## config.mk

```make
export PLATFORM = sky130hd
export DESIGN_NAME = gyro_sample_scheduler_flat
export DESIGN_NICKNAME = d
export VERILOG_FILES = /design/src/rtl/gyro_sample_scheduler_if.sv /design/src/rtl/gyro_sample_scheduler.sv /design/src/flat_wrapper.sv
export SDC_FILE = /design/constraint.sdc
export NUM_CORES = 1
export LEC_CHECK = 0
export BUFFER_PORTS_ARGS = -buffer_cell sky130_fd_sc_hd__buf_4
export CAP_MARGIN = 30
export CELL_PAD_IN_SITES_DETAIL_PLACEMENT = 1
export CELL_PAD_IN_SITES_GLOBAL_PLACEMENT = 2
export CORE_UTILIZATION = 41
export DETAILED_ROUTE_END_ITERATION = 6
export GPL_ROUTABILITY_DRIVEN = 0
export GPL_TIMING_DRIVEN = 0
export PLACE_DENSITY_LB_ADDON = 0.1
export SETUP_SLACK_MARGIN = 0.2
export SLEW_MARGIN = 40
export SYNTH_ARGS = -nofsm -noshare
export SYNTH_HDL_FRONTEND = slang
export SYNTH_SLANG_ARGS = --single-unit
```

## constraint.sdc

```tcl
create_clock -name clk_100mhz -period 8.2 [get_ports clk_100mhz]
set_input_delay 0.82 -clock clk_100mhz [delete_from_list [all_inputs] [get_ports clk_100mhz]]
set_output_delay 0.82 -clock clk_100mhz [all_outputs]
set_load 0.01 [all_outputs]
```

## src/rtl/gyro_sample_scheduler_if.sv

```systemverilog
// Read handshake between the gyro sample scheduler (master) and the sensor bus reader (slave).
interface gyro_sample_scheduler_if;
  logic               rd_req_out;
  logic               rd_ack_in;
  logic signed [15:0] raw_gx_in;
  logic signed [15:0] raw_gy_in;
  logic signed [15:0] raw_gz_in;

  modport master (
    output rd_req_out,
    input  rd_ack_in, raw_gx_in, raw_gy_in, raw_gz_in
  );

  modport slave (
    input  rd_req_out,
    output rd_ack_in, raw_gx_in, raw_gy_in, raw_gz_in
  );
endinterface

```

## src/rtl/gyro_sample_scheduler.sv

```systemverilog
// Fixed-rate gyro read sequencer: startup bias averaging, saturated bias correction,
// overrun counting and read-timeout recovery. Define GYRO_DEADBAND_EN to zero |rate| <= DEADBAND.
module gyro_sample_scheduler #(
  parameter int CLK_HZ         = 100_000_000,
  parameter int SAMPLE_HZ      = 1000,
  parameter int CAL_LOG2       = 6,
  parameter int TIMEOUT_CYCLES = 10000,
  parameter int DEADBAND       = 4
) (
  input  logic                clk_100mhz,
  input  logic                rst_n_in,
  input  logic                recal_in,
  gyro_sample_scheduler_if.master rd_if,
  output logic signed [15:0]  gx_out,
  output logic signed [15:0]  gy_out,
  output logic signed [15:0]  gz_out,
  output logic                rate_valid_out,
  output logic                calibrated_out,
  output logic [7:0]          overrun_count_out,
  output logic                timeout_err_out
);
  localparam int TICK_DIV = CLK_HZ / SAMPLE_HZ;
  localparam int TICK_W   = $clog2(TICK_DIV);
  localparam int TMR_W    = $clog2(TIMEOUT_CYCLES) + 1;
  localparam int ACC_W    = 16 + CAL_LOG2;
  localparam int CNT_W    = CAL_LOG2 + 1;

  typedef enum logic [1:0] {CAL_WAIT, CAL_READ, RUN_WAIT, RUN_READ} state_e;

  state_e                   state_q, state_d;
  logic [TICK_W-1:0]        tick_cnt_q, tick_cnt_d;
  logic [TMR_W-1:0]         timer_q, timer_d;
  logic [CNT_W-1:0]         cal_cnt_q, cal_cnt_d;
  logic [7:0]               overrun_q, overrun_d;
  logic                     rd_req_q, rd_req_d;
  logic                     rate_valid_q, rate_valid_d;
  logic                     calibrated_q, calibrated_d;
  logic                     timeout_err_q, timeout_err_d;
  logic signed [ACC_W-1:0]  acc_q [3];
  logic signed [ACC_W-1:0]  acc_d [3];
  logic signed [15:0]       bias_q [3];
  logic signed [15:0]       bias_d [3];
  logic signed [15:0]       out_q [3];
  logic signed [15:0]       out_d [3];
  logic signed [15:0]       raw [3];
  logic                     tick, in_read, ack;

  function automatic logic signed [15:0] sat16(input logic signed [16:0] v);
    if (v > 17'sd32767)  return 16'sh7FFF;
    if (v < -17'sd32768) return 16'sh8000;
    return v[15:0];
  endfunction

  function automatic logic signed [15:0] deadband(input logic signed [15:0] v);
    logic signed [15:0] lim;
    lim = 16'(DEADBAND);
    if ((v <= lim) && (v >= -lim)) return '0;
    return v;
  endfunction

  function automatic logic signed [15:0] correct(input logic signed [15:0] r,
                                                  input logic signed [15:0] b);
    logic signed [16:0] diff;
    logic signed [15:0] s;
    diff = $signed({r[15], r}) - $signed({b[15], b});
    s    = sat16(diff);
`ifdef GYRO_DEADBAND_EN
    s    = deadband(s);
`endif
    return s;
  endfunction

  assign raw[0]  = rd_if.raw_gx_in;
  assign raw[1]  = rd_if.raw_gy_in;
  assign raw[2]  = rd_if.raw_gz_in;
  assign ack     = rd_if.rd_ack_in;
  assign tick    = (tick_cnt_q == TICK_W'(TICK_DIV - 1));
  assign in_read = (state_q == CAL_READ) || (state_q == RUN_READ);

  always_comb begin
    state_d       = state_q;
    timer_d       = timer_q;
    cal_cnt_d     = cal_cnt_q;
    overrun_d     = overrun_q;
    rd_req_d      = rd_req_q;
    rate_valid_d  = 1'b0;
    calibrated_d  = calibrated_q;
    timeout_err_d = timeout_err_q;
    acc_d         = acc_q;
    bias_d        = bias_q;
    out_d         = out_q;
    tick_cnt_d    = tick ? '0 : tick_cnt_q + 1'b1;

    // A tick landing while a read is still outstanding is dropped and counted.
    if (tick && in_read && (overrun_q != 8'hFF)) overrun_d = overrun_q + 8'd1;

    if (recal_in) begin
      state_d      = CAL_WAIT;
      rd_req_d     = 1'b0;
      calibrated_d = 1'b0;
      cal_cnt_d    = '0;
      timer_d      = '0;
      for (int a = 0; a < 3; a++) begin
        acc_d[a]  = '0;
        bias_d[a] = '0;
      end
    end else begin
      case (state_q)
        CAL_WAIT, RUN_WAIT: begin
          if (tick) begin
            state_d  = (state_q == CAL_WAIT) ? CAL_READ : RUN_READ;
            rd_req_d = 1'b1;
            timer_d  = '0;
          end
        end
        CAL_READ, RUN_READ: begin
          if (ack) begin
            rd_req_d = 1'b0;
            if (state_q == CAL_READ) begin
              cal_cnt_d = cal_cnt_q + 1'b1;
              for (int a = 0; a < 3; a++) acc_d[a] = acc_q[a] + ACC_W'(raw[a]);
              if (cal_cnt_q == CNT_W'((1 << CAL_LOG2) - 1)) begin
                for (int a = 0; a < 3; a++) bias_d[a] = 16'(acc_d[a] >>> CAL_LOG2);
                calibrated_d = 1'b1;
                state_d      = RUN_WAIT;
              end else begin
                state_d = CAL_WAIT;
              end
            end else begin
              for (int a = 0; a < 3; a++) out_d[a] = correct(raw[a], bias_q[a]);
              rate_valid_d = 1'b1;
              state_d      = RUN_WAIT;
            end
          end else if (timer_q == TMR_W'(TIMEOUT_CYCLES - 1)) begin
            rd_req_d      = 1'b0;
            timeout_err_d = 1'b1;
            state_d       = (state_q == CAL_READ) ? CAL_WAIT : RUN_WAIT;
          end else begin
            timer_d = timer_q + 1'b1;
          end
        end
        default: state_d = CAL_WAIT;
      endcase
    end
  end

  always_ff @(posedge clk_100mhz or negedge rst_n_in) begin
    if (!rst_n_in) begin
      state_q       <= CAL_WAIT;
      tick_cnt_q    <= '0;
      timer_q       <= '0;
      cal_cnt_q     <= '0;
      overrun_q     <= '0;
      rd_req_q      <= 1'b0;
      rate_valid_q  <= 1'b0;
      calibrated_q  <= 1'b0;
      timeout_err_q <= 1'b0;
      for (int a = 0; a < 3; a++) begin
        acc_q[a]  <= '0;
        bias_q[a] <= '0;
        out_q[a]  <= '0;
      end
    end else begin
      state_q       <= state_d;
      tick_cnt_q    <= tick_cnt_d;
      timer_q       <= timer_d;
      cal_cnt_q     <= cal_cnt_d;
      overrun_q     <= overrun_d;
      rd_req_q      <= rd_req_d;
      rate_valid_q  <= rate_valid_d;
      calibrated_q  <= calibrated_d;
      timeout_err_q <= timeout_err_d;
      acc_q         <= acc_d;
      bias_q        <= bias_d;
      out_q         <= out_d;
    end
  end

  assign rd_if.rd_req_out  = rd_req_q;
  assign gx_out            = out_q[0];
  assign gy_out            = out_q[1];
  assign gz_out            = out_q[2];
  assign rate_valid_out    = rate_valid_q;
  assign calibrated_out    = calibrated_q;
  assign overrun_count_out = overrun_q;
  assign timeout_err_out   = timeout_err_q;
endmodule

```

## src/flat_wrapper.sv

```systemverilog
// flat-port wrapper written by rule: the top's interface ports become plain ports
module gyro_sample_scheduler_flat 
#(
  parameter int CLK_HZ         = 100_000_000,
  parameter int SAMPLE_HZ      = 1000,
  parameter int CAL_LOG2       = 6,
  parameter int TIMEOUT_CYCLES = 10000,
  parameter int DEADBAND       = 4
)
  (clk_100mhz, rst_n_in, recal_in, gx_out, gy_out, gz_out, rate_valid_out, calibrated_out, overrun_count_out, timeout_err_out, rd_if_rd_req_out, rd_if_rd_ack_in, rd_if_raw_gx_in, rd_if_raw_gy_in, rd_if_raw_gz_in);
  gyro_sample_scheduler_if rd_if_i ();
  input  logic clk_100mhz;
  input  logic rst_n_in;
  input  logic recal_in;
  output logic signed [15:0] gx_out;
  output logic signed [15:0] gy_out;
  output logic signed [15:0] gz_out;
  output logic rate_valid_out;
  output logic calibrated_out;
  output logic [7:0] overrun_count_out;
  output logic timeout_err_out;
  output wire logic [$bits(rd_if_i.rd_req_out)-1:0] rd_if_rd_req_out;
  input wire logic [$bits(rd_if_i.rd_ack_in)-1:0] rd_if_rd_ack_in;
  input wire logic [$bits(rd_if_i.raw_gx_in)-1:0] rd_if_raw_gx_in;
  input wire logic [$bits(rd_if_i.raw_gy_in)-1:0] rd_if_raw_gy_in;
  input wire logic [$bits(rd_if_i.raw_gz_in)-1:0] rd_if_raw_gz_in;
  assign rd_if_rd_req_out = rd_if_i.rd_req_out;
  assign rd_if_i.rd_ack_in = rd_if_rd_ack_in;
  assign rd_if_i.raw_gx_in = rd_if_raw_gx_in;
  assign rd_if_i.raw_gy_in = rd_if_raw_gy_in;
  assign rd_if_i.raw_gz_in = rd_if_raw_gz_in;
  gyro_sample_scheduler #(.CLK_HZ(CLK_HZ), .SAMPLE_HZ(SAMPLE_HZ), .CAL_LOG2(CAL_LOG2), .TIMEOUT_CYCLES(TIMEOUT_CYCLES), .DEADBAND(DEADBAND)) u_core (.clk_100mhz(clk_100mhz), .rst_n_in(rst_n_in), .recal_in(recal_in), .rd_if(rd_if_i), .gx_out(gx_out), .gy_out(gy_out), .gz_out(gz_out), .rate_valid_out(rate_valid_out), .calibrated_out(calibrated_out), .overrun_count_out(overrun_count_out), .timeout_err_out(timeout_err_out));
endmodule
```

### Word-level counts from Yosys, hierarchy flattened

Cells that the tools add are included.

* $add $sub $neg: 10
* $lt $le $gt $ge: 6
* equal/unequal tests: 11
* mux-type cells: 87
* bitwise logic cells: 3
* reductions and logical operators: 16

Operators by type and width (count)
* $mux W66: 4
* $mux W48: 5
* $mux W16: 12
* $add A22 B16 Y22: 3
* $mux W15: 4
* $gt A17 B16 Y1 const B: 3
* $lt A17 B16 Y1 const B: 3
* $sub A16 B16 Y17: 3
* $mux W1: 46
* $pmux W15 S2: 1
* $mux W7: 4
* $add A17 B1 Y17 const B: 1
* $eq A17 B17 Y1 const B: 1
* $mux W17: 1
* $mux W2: 8
* $add A15 B1 Y15 const B: 1
* $eq A15 B14 Y1 const B: 1
* $reduce_and A4 Y1: 3
* $add A8 B1 Y8 const B: 1
* $ne A8 B8 Y1 const B: 1
* $reduce_bool A2 Y1: 4
* $add A7 B1 Y7 const B: 1
* $eq A7 B6 Y1 const B: 1
* $ne A3 B3 Y1 const B: 2
* 13 further kinds: 19

* bits in registers: 215
* input port bits: 52
* output and inout port bits: 60
* logic and storage cells: 151

### Depth between registers and ports, before layout

* depth in word-level cells: 14
* mapped depth: 13
* depth with buffers taken out: 12

### Worst setup path after synthesis

Ideal clock, no wire load.

* kind: input to register
* start: in rd_if_raw_gz_in[0]
* end: reg u_core.bias_q[12] (netlist bit)
* library setup time: 78 ps
* arrival time: 3099 ps
* required time: 8122 ps
* slack: 5023 ps
* stages: 11
* path buffers: 0
* cell sequence: ha_1 > fa_1 > a211oi_2 > o21ai_0 > a21o_1 > a41o_1 > a311oi_2 > o21ai_0 > xnor2_1 > nand2_1 > a21oi_1

* cells in the longest elaborated chain, start to end: 6

RTL lines
* start, declared: line flat_wrapper.sv:26 `input wire logic [$bits(rd_if_i.raw_gz_in)-1:0] rd_if_raw_gz_in;`
* $add A22 B16 Y22: line gyro_sample_scheduler.sv:121 `for (int a = 0; a < 3; a++) acc_d[a] = acc_q[a] + ACC_W'(raw[a]);`
* $mux W48: line gyro_sample_scheduler.sv:122 `if (cal_cnt_q == CNT_W'((1 << CAL_LOG2) - 1)) begin`
* $mux W48: line gyro_sample_scheduler.sv:119 `if (state_q == CAL_READ) begin`
* $mux W48: line gyro_sample_scheduler.sv:117 `if (ack) begin`
* $mux W48: line gyro_sample_scheduler.sv:108 `case (state_q)`
* $mux W48: line gyro_sample_scheduler.sv:97 `if (recal_in) begin`
* end signal, assigned: line gyro_sample_scheduler.sv:174 `bias_q <= bias_d;`
* end, declared: line gyro_sample_scheduler.sv:41 `logic signed [15:0] bias_q [3];`

Every way passes these cells. The select of a mux whose other input is x is not followed.
A chain may end at the register's enable or synchronous reset.

### Worst setup path in the final report

* start: reg u_core.acc_q[0] (netlist bit)
* end: reg u_core.bias_q[14] (netlist bit)

* cells in the longest elaborated chain, start to end: 6

RTL lines
* start, declared: line gyro_sample_scheduler.sv:39 `logic signed [ACC_W-1:0] acc_q [3];`
* start signal, assigned by index: line gyro_sample_scheduler.sv:159 `acc_q[a] <= '0;`
* start signal, assigned: line gyro_sample_scheduler.sv:173 `acc_q <= acc_d;`
* $add A22 B16 Y22: line gyro_sample_scheduler.sv:121
* $mux W48: line gyro_sample_scheduler.sv:122
* $mux W48: line gyro_sample_scheduler.sv:119
* $mux W48: line gyro_sample_scheduler.sv:117
* $mux W48: line gyro_sample_scheduler.sv:108
* $mux W48: line gyro_sample_scheduler.sv:97

Every way passes these cells. The select of a mux whose other input is x is not followed.

==> results.yml <==
die:
  rows: 68
  die_area_mm2: 0.03560
  die-width_um: 188.7
  ioPinCount: 112
  coreArea_mm2: 0.03446
  initial_core_util: 0.4147
  fp.dieH_um: 188.7
synthesis:
  synthesis.area_mm2: 0.01429
  yosysTopAreaCell: "dfrtp_1"
  synth_edf_count: 0
  ys_warn_count: 0
  syn_area_per_cell_um2: 8.729
  synthCells: 1637
  ys_ff_latch: 214
  synth_seq_area_share: 0.3748
  syn_nets: 1810
  ys.flop_type: "dfrtp_1"
  ys_async_sr_fraction: 1.000
  synth.top_cells.by_area: "dfrtp_1, ha_1, nand2_1, a21oi_1, xnor2_1"
  synth_top_area_frac: 0.3748
  synth_cell_type_count: 87
global_routing:
  antenna_found_initial: 0
  grt_pass1_wl_mm: 70.55
  grt_usage: 0.2468
  grt-ovfl-total: 0
  grt_start_max_net_pins: 57
  grt_pass1_vias: 13050
sta:
  maxSlewViolCount: 0
  finalHoldViolCount: 0
  tns_ns: 0
  layout_min_cycle_time_ns: 3.279
  holdWs_ns: 0.1796
  max_freq_ghz: 0.3049
  tightestPinTransition_ns: 0.8643
  setup_viol: 0
  fin_ws_ns: 4.921
  slew_headroom: 0.4238
  fin_worst_skew_ns: 0.01270
  rsz0062_at_grt: "false"
  post-route-period-util: 0.3999
clock_tree:
  clk_latency_ns: 0.56
  clockBufferDepth: 3
  cts_resized: 0
  cts-buffers-inserted: 27
  htree_levels: 1
  cts.clk_slew.worst_paths_ns: 0.06
  clock-sinks: 214
  post_cts_buffers: 0
  cts_tree: "done"
  ctsHoldBuffers: 0
  root_buffer: "clkbuf_16"
power_and_ir_drop:
  p_leak_nw: 7.689
  ir_worst_vdd_mv: 0.1354
  powerDensity_mw_per_mm2: 162.1
setup_path:
  crit_fanout: 3
  cp_slowest_cell: "fa_1"
  end_kind: "register"
  max_stage_delay_ns: 0.45
  cpMostUsedCell: "o21ai_0"
  crit_path_start_kind: "register"
  path_cells: "ha_1 > fa_1 > a211oi_2 > o21ai_0 > a21o_1 > a41o_1 > a311oi_2 > o21ai_0 > xor2_1 > nand2_1 > a21oi_1"
  path_class: "register to register"
  cp.arrival_ns: 3.75
  cp.required_ns: 8.67
  r2r_setup_slack_ns: 4.92
drt:
  drt-initial-drc-count: 582
  ant_nets: 0
  route.detailed.drc: 0
  post_drt_wl_per_cell_um: 19.32
  first_pass_iters: 5
  vias: 12570
  vias_per_cell: 5.577
  wl_mm: 43.54
final_layout:
  regArea_mm2: 0.005355
  syn2layout_area_growth_pct: 17.41
  layout.nets: 1953
  diodes: 0
  fill_cells: 4078
  multi_input_area_mm2: 0.008446
  drive_above_1_share: 0.1195
flow_run:
  cap_violations: 0
min_path:
  hp-class: "input pin to asynchronous set/reset pin"
placement:
  dp_hpwl_mm: 33.61
  numPortBuffers: 111
  dpl_worst_slack_ns: 4.397
status:
  outcome: "finished, final reports clean"
## layout make-up
| cell class | instances | area share |
|---|---|---|
| Tap cell | 455 | 0.03393 |
| Inverter | 75 | 0.01678 |
| Sequential cell | 214 | 0.3192 |
| Buffer | 51 | 0.01246 |
| Timing Repair Buffer | 114 | 0.05504 |
| Clock inverter | 10 | 0.01283 |
| Clock buffer | 38 | 0.04632 |
| Multi-Input combinational cell | 1297 | 0.5034 |
## cells in the final DEF, fill, tap and decap left out, types with 5 or more instances in the layout
cell type	count
nand2_1	242
dfrtp_1	214
a21oi_1	153
nor2_1	137
ha_1	115
buf_4	111
o21ai_0	98
inv_1	75
xnor2_1	68
a21o_1	51
xor2_1	49
clkbuf_1	47
nand3_1	31
clkbuf_16	27
a22o_1	25
a211oi_1	23
nand4_1	20
nor3_1	18
o21bai_1	18
o21a_1	18
nand2b_1	17
or3_1	16
and3_1	15
nor2b_1	15
a31oi_1	13
o31ai_1	12
o21ai_1	11
o21ai_2	11
or2_2	8
o211ai_1	7
maj3_1	7
fa_1	6
bufinv_16	6
clkbuf_8	6
o31a_1	5
## worst paths after layout
path / start / to / depth (start not counted)
min reg2reg: u_core.gx_out[8]$_DFFE_PN0P_ / u_core.gx_out[8]$_DFFE_PN0P_ / 2
min: rst_n_in / u_core.gz_out[6]$_DFFE_PN0P_ / 1
max reg2reg: u_core.acc_q[0]$_DFFE_PN0P_ / u_core.bias_q[14]$_DFFE_PN0P_ / 11
max in group asynchronous: rst_n_in / u_core.bias_q[36]$_DFFE_PN0P_ / 4
max: u_core.acc_q[0]$_DFFE_PN0P_ / u_core.bias_q[14]$_DFFE_PN0P_ / 11
min in group clk_100mhz: u_core.gx_out[8]$_DFFE_PN0P_ / u_core.gx_out[8]$_DFFE_PN0P_ / 2
## cell usage after synthesis, types with 7 or more instances
cell / number
a211oi_1: 23
a21o_1: 51
a21oi_1: 153
a22o_1: 25
a31oi_1: 13
and3_1: 15
clkbuf_1: 42
dfrtp_1: 214
ha_1: 115
inv_1: 75
maj3_1: 7
nand2_1: 242
nand2b_1: 17
nand3_1: 31
nand4_1: 20
nor2_1: 138
nor2b_1: 15
nor3_1: 18
o211ai_1: 7
o21a_1: 18
o21ai_0: 98
o21ai_1: 11
o21ai_2: 11
o21bai_1: 18
o31ai_1: 12
or2_2: 8
or3_1: 16
xnor2_1: 68
xor2_1: 49
## flip-flops by register name, indices dropped and copies added (netlist names)
name / flops
u_core.timer_q: 15
u_core.state_q: 2
u_core.acc_q: 66
u_core.gy_out: 16
u_core.tick_cnt_q: 17
u_core.calibrated_out: 1
u_core.rate_valid_out: 1
u_core.gx_out: 16
u_core.cal_cnt_q: 7
u_core.bias_q: 48
u_core.gz_out: 16
u_core.timeout_err_out: 1
u_core.overrun_count_out: 8
## metal layers
| metal | vias to the layer above | GRT usage | wire length [um] |
|---|---|---|---|
| met2 | 200 | 0.4174 | 20750 |
| met4 | 0 | 0.06266 | 964 |
| met1 | 6228 | 0.3333 | 20160 |
| met3 | 51 | 0.03036 | 1672 |
| li1 | 6092 | - | - |
| met5 | - | 0 | 0 |
## where the power goes
group | leakage [nW] | internal [mW] | switching [mW]
combinational | 4.23 | 0.119 | 0.198
clock | 0.488 | 0.848 | 0.493
sequential | 2.97 | 1.06 | 0.00208
total | 7.69 | 2.03 | 0.693
## cells by family (layout without fill, tap and decap cells)
kind of cell	count (synthesis)	in the layout	share of synthesized area
buf+inv	126	288	0.03433
mux	5	5	0.003853
xor+xnor	118	118	0.07285
flops	214	214	0.3748
simple gates	557	557	0.1788
compound gates	489	489	0.2214
fa+ha+maj	128	128	0.1140
## stage by stage
stage / util / total power [mW] / std cells / instance area, um2
global placement: 0.4554 / 1.385 / 2203 / 15690
finish: 0.4869 / 2.719 / 2254 / 16780
detailed placement: 0.4581 / 1.397 / 2206 / 15780
floorplan: - / 1.273 / 1637 / 14290
CTS: 0.4869 / 2.749 / 2254 / 16780
global route: 0.4869 / 2.814 / 2254 / 16780
## worst max-delay path: cells and delay by family (launching register included)
family,cells,cell delay (ns)
AO/OA/AOI/OAI,7,1.71
adder cells (fa/ha/maj),2,0.69
flip-flops,1,0.39
XOR/XNOR,1,0.30
AND/OR/NAND/NOR,1,0.10
Note: power is estimated with default switching activity, not from simulation.
